**src/rtl/if_stage_pkg.sv**
```systemverilog
// Shared definitions for the fetch pipeline: fetch-state encoding, PC step,
// reset PC and the NOP encoding used to blank the IF/ID register.
package if_stage_pkg;

    localparam logic [31:0] RESET_PC  = 32'h0;
    localparam int          PC_STEP   = 4;
    localparam logic [31:0] INSTR_NOP = 32'h0;

    typedef enum logic [1:0] {
        FETCH = 2'd0,
        WAIT  = 2'd1,
        HOLD  = 2'd2
    } fetch_state_e;

endpackage

```
**src/rtl/if_stage_if_id_reg.sv**
```systemverilog
// IF/ID pipeline register: flush beats load, load beats freeze, and an
// unfrozen cycle without a new instruction retires the current one.
module if_id_reg #(
    parameter int BIT_NUMBER = 32
) (
    input  logic                  clk,
    input  logic                  rst,
    input  logic                  load,
    input  logic                  freeze,
    input  logic                  flush,
    input  logic [BIT_NUMBER-1:0] load_pc,
    input  logic [BIT_NUMBER-1:0] load_instr,
    output logic [BIT_NUMBER-1:0] pc_out,
    output logic [BIT_NUMBER-1:0] instruction,
    output logic                  valid
);
    import if_stage_pkg::*;

    localparam logic [BIT_NUMBER-1:0] NOP = BIT_NUMBER'(INSTR_NOP);

    logic [BIT_NUMBER-1:0] pc_reg;
    logic [BIT_NUMBER-1:0] instr_reg;
    logic                  valid_reg;

    // pc_out is left untouched on flush/consume; only valid and the word are cleared
    always_ff @(posedge clk or negedge rst) begin
        if (!rst) begin
            pc_reg    <= '0;
            instr_reg <= NOP;
            valid_reg <= 1'b0;
        end else if (flush) begin
            instr_reg <= NOP;
            valid_reg <= 1'b0;
        end else if (load) begin
            pc_reg    <= load_pc;
            instr_reg <= load_instr;
            valid_reg <= 1'b1;
        end else if (!freeze) begin
            instr_reg <= NOP;
            valid_reg <= 1'b0;
        end
    end

    assign pc_out      = pc_reg;
    assign instruction = instr_reg;
    assign valid       = valid_reg;

endmodule

```
**src/rtl/if_stage.sv**
```systemverilog
// Instruction-fetch stage: owns the PC, runs a single-outstanding fetch
// handshake, a one-entry skid buffer and branch redirect with response kill.
module if_stage #(
    parameter int                    BIT_NUMBER = 32,
    parameter logic [BIT_NUMBER-1:0] RESET_PC   = BIT_NUMBER'(if_stage_pkg::RESET_PC),
    parameter int                    PC_STEP    = if_stage_pkg::PC_STEP
) (
    input  logic                  clk,
    input  logic                  rst,
    input  logic                  freeze,
    input  logic                  branch_taken,
    input  logic [BIT_NUMBER-1:0] branch_addr,
    output logic                  imem_req,
    output logic [BIT_NUMBER-1:0] imem_addr,
    input  logic                  imem_ready,
    input  logic                  imem_rvalid,
    input  logic [BIT_NUMBER-1:0] imem_rdata,
    output logic [BIT_NUMBER-1:0] pc_out,
    output logic [BIT_NUMBER-1:0] instruction,
    output logic                  valid
);
    import if_stage_pkg::*;

    localparam logic [BIT_NUMBER-1:0] STEP = BIT_NUMBER'(PC_STEP);

    fetch_state_e          state_reg;
    logic [BIT_NUMBER-1:0] pc_reg;
    logic [BIT_NUMBER-1:0] req_pc_reg;
    logic                  kill_reg;
    logic [BIT_NUMBER-1:0] skid_pc_reg;
    logic [BIT_NUMBER-1:0] skid_instr_reg;

    logic [BIT_NUMBER-1:0] branch_target;
    logic [BIT_NUMBER-1:0] pc_inc;
    logic                  id_can_accept;
    logic                  id_load;
    logic [BIT_NUMBER-1:0] id_load_pc;
    logic [BIT_NUMBER-1:0] id_load_instr;
    logic                  unused_branch_lsb;

    assign branch_target     = {branch_addr[BIT_NUMBER-1:2], 2'b00};
    assign unused_branch_lsb = ^branch_addr[1:0];
    assign pc_inc            = pc_reg + STEP;

    // imem_req is gated by rst so no request is visible while reset is held
    assign imem_req  = rst && (state_reg == FETCH);
    assign imem_addr = pc_reg;

    assign id_can_accept = !freeze || !valid;

    always_comb begin
        id_load       = 1'b0;
        id_load_pc    = req_pc_reg + STEP;
        id_load_instr = imem_rdata;
        if (state_reg == HOLD) begin
            id_load_pc    = skid_pc_reg;
            id_load_instr = skid_instr_reg;
            id_load       = !freeze;
        end else if (state_reg == WAIT) begin
            id_load = imem_rvalid && !kill_reg && id_can_accept;
        end
        if (branch_taken) begin
            id_load = 1'b0;
        end
    end

    // HOLD implies the skid entry is full; leaving HOLD empties it
    always_ff @(posedge clk or negedge rst) begin
        if (!rst) begin
            state_reg      <= FETCH;
            pc_reg         <= RESET_PC;
            req_pc_reg     <= '0;
            kill_reg       <= 1'b0;
            skid_pc_reg    <= '0;
            skid_instr_reg <= '0;
        end else if (branch_taken) begin
            pc_reg <= branch_target;
            case (state_reg)
                FETCH: begin
                    if (imem_ready) begin
                        req_pc_reg <= pc_reg;
                        kill_reg   <= 1'b1;
                        state_reg  <= WAIT;
                    end
                end
                WAIT: begin
                    if (imem_rvalid) begin
                        kill_reg  <= 1'b0;
                        state_reg <= FETCH;
                    end else begin
                        kill_reg <= 1'b1;
                    end
                end
                default: state_reg <= FETCH;
            endcase
        end else begin
            case (state_reg)
                FETCH: begin
                    if (imem_ready) begin
                        req_pc_reg <= pc_reg;
                        pc_reg     <= pc_inc;
                        state_reg  <= WAIT;
                    end
                end
                WAIT: begin
                    if (imem_rvalid) begin
                        if (kill_reg) begin
                            kill_reg  <= 1'b0;
                            state_reg <= FETCH;
                        end else if (id_can_accept) begin
                            state_reg <= FETCH;
                        end else begin
                            skid_pc_reg    <= req_pc_reg + STEP;
                            skid_instr_reg <= imem_rdata;
                            state_reg      <= HOLD;
                        end
                    end
                end
                HOLD: begin
                    if (!freeze) begin
                        state_reg <= FETCH;
                    end
                end
                default: state_reg <= FETCH;
            endcase
        end
    end

    if_id_reg #(
        .BIT_NUMBER(BIT_NUMBER)
    ) u_if_id_reg (
        .clk        (clk),
        .rst        (rst),
        .load       (id_load),
        .freeze     (freeze),
        .flush      (branch_taken),
        .load_pc    (id_load_pc),
        .load_instr (id_load_instr),
        .pc_out     (pc_out),
        .instruction(instruction),
        .valid      (valid)
    );

endmodule
```
**config.mk**
```make
export PLATFORM = sky130hd
export DESIGN_NAME = if_stage
export DESIGN_NICKNAME = d
export VERILOG_FILES = /design/src/rtl/if_stage_pkg.sv /design/src/rtl/if_stage_if_id_reg.sv /design/src/rtl/if_stage.sv
export SDC_FILE = /design/constraint.sdc
export NUM_CORES = 1
export LEC_CHECK = 0
export ABC_AREA = 1
export CAP_MARGIN = 20
export CORE_AREA = 5 5 144 181
export DETAILED_ROUTE_END_ITERATION = 8
export DIE_AREA = 0 0 149 186
export HOLD_SLACK_MARGIN = 0.15
export MAX_ROUTING_LAYER = met4
export PLACE_DENSITY = 0.62
export SLEW_MARGIN = 20
export SYNTH_ARGS = -nofsm -noshare
export SYNTH_HDL_FRONTEND = slang
export SYNTH_SLANG_ARGS = --single-unit
```
**constraint.sdc**
```tcl
create_clock -name clk -period 2.4 [get_ports clk]
set_clock_uncertainty 0.2 [all_clocks]
set_input_delay 0.36 -clock clk [delete_from_list [all_inputs] [get_ports clk]]
set_output_delay 0.36 -clock clk [all_outputs]
set_load 0.03 [all_outputs]
```
==> flow_summary.toml, run 1 <==
[grt]
grt_pass1_vias = 8261
antenna_found_initial = 0
grt_max_degree = 88
grt_usage_pct = 19.63
overflow = 0
grt_pass1_wl_um = 42460

[floorplanning]
pin_count = 168
core-area_sq_mm = 0.02418
start_util_pct = 39.32
row_count = 64
die_w_um = 149
dieArea_sq_mm = 0.02771
die_h_um = 186

[setup_path]
crit_chain = "clkdlybuf4s50_1"
reg2reg_depth = 10
slowest_delay_ps = 730
regToRegSetupSlack_ps = 440
required_ps = 1840
start_kind = "flop"
crit_arrival_ps = 1670
crit_buf_inv = 1
reg2reg_to = "u_if_id_reg.pc_out[28]"
critical-path-top-delay-family = "buffers and inverters"
critPathSlowestCell = "clkdlybuf4s50_1"
reg2reg_from = "req_pc_reg[3]"
critPathKind = "flop to primary output"
cp_max_fo = 6
end_kind = "primary output"

[pwr]
p_per_area_mw_per_mm2 = 805.0
p_switching_mw = 3.476
sw_frac_of_total_pct = 35.67
clkPwrFrac_pct = 29.6
intPower_mw = 6.270
p_leak_nw = 5.903
comb_power_share_pct = 27.8
vdd_drop_max_mv = 0.5242
seqPwrFrac_pct = 42.6

[synthesis]
synth_seq_cells = 188
seq_area_frac_synth_pct = 49.48
synth_top_family_by_area = "simple AND/OR/NAND/NOR gates"
ys.flop_type = "dfrtp_1"
synth-edff-count = 0
synth_xor_area_share_pct = 1.658
syn_inst = 1277
synthAdderAreaFrac_pct = 0.2632
avgSynthCellArea_sq_um = 7.445
synth_mux_area_share_pct = 0
synthArstFlopShare_pct = 100.0
syn-cell-area_sq_mm = 0.009508
synth_compound_area_share_pct = 9.106
synth_simple_gate_area_share_pct = 32.87
yosysWarningCount = 0
synth_cell_type_count = 35

[placed_design]
portBuffers = 161
dp_cells = 1733
placed_area_sq_mm = 0.01150
hpwl_um = 18290
gp_congestion = 0.8543

[min_path]
hold_path.class = "flop to flop"
hold_path_depth = 2
worstHoldEndpoint = "skid_pc_reg[3]"
worstHoldStart = "skid_pc_reg[3]"

[layout]
area_growth_pct = 27.35
nFillCells = 2324
stdcell_count = 1766
fin_area_sq_mm = 0.01211
multi_input_area_sq_mm = 0.004194
layout_common_cells = "481 x nand2_1, 188 x dfrtp_1, 159 x clkdlybuf4s50_1"
layout_commonest_cell = "nand2_1"
area.sequential_sq_mm = 0.004705
nNetsFinal = 1495
antenna_cells = 0
drive_gt1_share_pct = 5.432

[drt]
wirelength_um = 25730
drtIter0Drc = 606
drt-vias-per-instance = 4.783
routed-via-count = 8447
final_antenna_net_count = 0
drcViolationCount = 0
wl_per_cell_um = 14.57
dr.pass1.iters = 5

[cts]
cts_made_buffers = 17
cts_tree = "yes"
cts_max_path_buffers = 2
cts_root_buf = "clkbuf_16"
clk_latency_ps = 430
h-tree-depth = 4
post_cts_buffers = 0
path_clk_slew_ps = 80
cts_num_sinks = 188

[timing]
period_share_pct = 93.08
finalMaxSlewViolations = 0
fmax_mhz = 447.7
rsz0062_at_grt = "no"
relSlewSlack_pct = 45.63
hold_viol = 0
min_period_ps = 2234
timing.setup.tns_ps = 0
worst_pin_slew_ps = 815.5
finalSetupViolCount = 0
hold_ws_ps = 274.9

[outcome]
status = "finished clean"

[flow_run]
drv_cap = 0
[routing by layer]
metal  part of all wire (%)  wire (um)  track usage [%]  vias to the layer above
li1                       -          -                -                     4344
met1                     46      11850            26.27                     3861
met2                     48      12300            31.64                      227
met3                    5.2       1328            3.093                       15
met4                   0.98        252            4.652                        0
met5                      0          0                -                        -
[repair_timing]
item                                    4_1_cts  5_1_grt
endpoints found under the setup margin        1        0
gates resized for setup                       1        0
hold endpoints to repair                    188        0
hold buffers                                  1        0
[per-stage QoR]
stage / setup WS [ps] / util [%] / total power, mW
global placement: 125.2 / 47.56 / 6.914
CTS: 150.3 / 50.07 / 9.855
finish: 166.2 / 50.07 / 9.746
global route: 99.47 / 50.07 / 10.31
floorplan: 583.2 / - / 5.695
detailed placement: 96.70 / 47.56 / 6.944
[worst max-delay path by stage]
stage	startpoint	end	cells after the start
2_1_floorplan	imem_addr[3]	imem_addr[26]	8
3_3_place_gp	branch_taken	u_if_id_reg.pc_out[6]	7
3_5_place_dp	branch_taken	u_if_id_reg.pc_out[14]	7
4_1_cts	imem_addr[18]	imem_addr[18]	1
5_1_grt	imem_addr[14]	imem_addr[14]	1
6_report	imem_addr[14]	imem_addr[14]	1
[power by group through the flow]
stage | combinational [mW] | clock, mW | sequential, mW
3_5_place_dp | 2.72 | 0 | 4.22
3_3_place_gp | 2.71 | 0 | 4.21
2_1_floorplan | 0.944 | 0 | 4.75
6_report | 2.71 | 2.88 | 4.15
5_1_grt | 2.98 | 3.09 | 4.24
4_1_cts | 2.74 | 2.96 | 4.16
[cell usage after synthesis (all sizes together) (2+ instances only)]
| cell | instances | area, sq um |
|---|---|---|
| nand2 | 486 | 1837 |
| dfrtp | 188 | 4705 |
| nor2 | 171 | 684.4 |
| nand3 | 99 | 495.5 |
| inv | 87 | 329.1 |
| o21ai | 68 | 344.1 |
| buf | 40 | 221.5 |
| o31ai | 36 | 270.3 |
| a21oi | 35 | 175.2 |
| clkbuf | 18 | 67.56 |
| xor2 | 18 | 157.7 |
| nor3 | 5 | 36.29 |
| o21bai | 4 | 30.03 |
| and2 | 3 | 18.77 |
| nand3b | 3 | 22.52 |
| nand4 | 3 | 18.77 |
| o211ai | 3 | 22.52 |
| and3 | 2 | 12.51 |
| clkinv | 2 | 7.510 |
| ha | 2 | 25.02 |
[tightest hold or removal path, stage by stage, from the launching register on]
cell and delay [ps]:
dfrtp_1 350, nand2_1 50, nand2_1 50
[cells by family (layout without fill, tap and decap cells)]
kind of cell | count (synthesis) | in the layout
DFF | 188 | 188
buffers and inverters | 147 | 303
and+or+nand+nor | 772 | 772
adders and majority gates | 2 | 2
AOI/OAI and AO/OA | 149 | 149
xor gates and xnor gates | 18 | 18
other | 1 | 4
[final cells by class]
cell class | instances | share of cell area (%)
Multi-Input combinational cell | 945 | 34.64
Timing Repair Buffer | 182 | 15.38
Clock inverter | 15 | 1.426
Sequential cell | 188 | 38.85
Clock buffer | 17 | 3.513
Tap cell | 330 | 3.410
Inverter | 89 | 2.780
(Power assumes the default switching activity.)
==> run 2, diff against run 1 <==
Settings changed: CORE_AREA 5 5 144 181 to 2 2 141 178, DIE_AREA 0 0 149 186 to 0 0 143 180.
==> run 2 against run 1 <==
Critical path type unchanged. Highest routed layer unchanged. Total power down 0.87%. Largest cell class unchanged. Sequential power about the same. Register-to-register slack better by 40 ps. Combinational power about the same. Largest power group unchanged. Wire length down 2.4%. Final area down 0.37%.
==> flow_summary.toml, run 2 (synthesized netlist as in run 1, its figures left out) <==
[drt]
drcViolationCount = 0
wl_per_cell_um = 14.22
drtIter0Drc = 539
final_antenna_net_count = 0
wirelength_um = 25100
drt-vias-per-instance = 4.793
dr.pass1.iters = 5
routed-via-count = 8459

[floorplanning]
die_w_um = 143
row_count = 64
pin_count = 168
start_util_pct = 39.45
core-area_sq_mm = 0.02410
die_h_um = 180
dieArea_sq_mm = 0.02574

[pwr]
finalPower_mw = 9.662
p_per_area_mw_per_mm2 = 801.0
p_leak_nw = 5.885
vdd_drop_max_mv = 0.5002

[min_path]
worstHoldStart = "skid_pc_reg[3]"
hold_path.class = "flop to flop"

[setup_path]
start_kind = "flop"
critPathKind = "flop to primary output"
crit_buf_inv = 1
slowest_delay_ps = 730
critical-path-top-delay-family = "buffers and inverters"
cp_max_fo = 6
crit_chain = "clkdlybuf4s50_1"
critPathSlowestCell = "clkdlybuf4s50_1"
end_kind = "primary output"
setup.worst_path.start = "imem_addr[18]"
crit_arrival_ps = 1670
required_ps = 1840
reg2reg_from = "imem_addr[3]"

[timing]
relSlewSlack_pct = 56.30
period_share_pct = 93.04
hold_ws_ps = 273.6
finalMaxSlewViolations = 0
worst_pin_slew_ps = 655.4
fmax_mhz = 447.8
min_period_ps = 2233
finalSetupViolCount = 0
hold_viol = 0
timing.setup.tns_ps = 0
rsz0062_at_grt = "no"

[cts]
cts_root_buf = "clkbuf_16"
cts_num_sinks = 188
cts_max_path_buffers = 2
clk_latency_ps = 440
cts_made_buffers = 17
path_clk_slew_ps = 80
cts_tree = "yes"
h-tree-depth = 4

[grt]
antenna_found_initial = 0
grt_pass1_wl_um = 41610
overflow = 0
gr-usage-met3_pct = 3.330
top_usage_layer = "met2"
grt_pass1_vias = 8211
grt_usage_pct = 20.82
use_met2_pct = 32.27
met1_usage_pct = 27.95
grt_max_degree = 105

[layout]
layout_common_cells = "481 x nand2_1, 188 x dfrtp_1, 159 x clkdlybuf4s50_1"
nNetsFinal = 1494
antenna_cells = 0
area_growth_pct = 26.87
stdcell_count = 1765
layout_commonest_cell = "nand2_1"
drive_gt1_share_pct = 5.366
fin_area_sq_mm = 0.01206

[outcome]
status = "finished clean"

[flow_run]
drv_cap = 0

[placed_design]
dp_cells = 1732
gp_congestion = 0.9478
hpwl_um = 17670
placed_area_sq_mm = 0.01147
portBuffers = 161
-- run 2: changes by cell type in the layout (fill, tap and decap cells not counted) --
cell,delta
buf_4,+1
clkinvlp_4,+2
clkinv_4,+1
dlygate4sd2_1,-1
buf_12,-2
inv_8,-1
clkinv_2,+1
clkinv_8,-1
dlymetal6s2s_1,+1
inv_6,-2
-- run 2: final timing paths --
path	slack [ps]	depth (start not counted)	end
max in group asynchronous	550	4	req_pc_reg[27]
worst min register to register	270	2	skid_pc_reg[3]
worst min-delay path	270	2	skid_pc_reg[3]
worst max register to register	480	8	imem_addr[20]
min in group asynchronous	420	3	imem_addr[5]
worst max-delay path	170	1	imem_addr[18]
-- run 2: repair_timing --
action | in CTS | in global routing
endpoints found under the hold margin | 32 | 0
hold buffers | 1 | 0
endpoints found under the setup margin | 0 | 1
buffers inserted | 0 | 0
gates resized for setup | 0 | 1
-- run 2: cell type report --
class,count,area (sq um)
fillers,2350,12040
multi-input cells,945,4194
clock buffers,17,425.4
inverters,89,336.6
clock inverters,15,156.4
well taps,330,412.9
flip-flops and latches,188,4705
repair buffers,181,1833
-- run 2: power by group --
part,switching (mW),internal (mW)
sequential,0.441,3.71
clock,1.34,1.47
combinational,1.64,1.06
total,3.42,6.24
-- run 2: layer usage --
metal	vias up	routed length (um)
li1	4337	-
met1	3864	11950
met2	222	11580
met3	36	1045
met4	0	516
met5	-	0
-- run 2: stage by stage --
stage          utilization [%]  worst slack [ps]
2_1_floorplan                -             583.2
3_3_place_gp             47.58             115.9
3_5_place_dp             47.58             50.70
4_1_cts                  50.04             3.451
5_1_grt                  50.05             122.4
6_report                 50.05             167.1
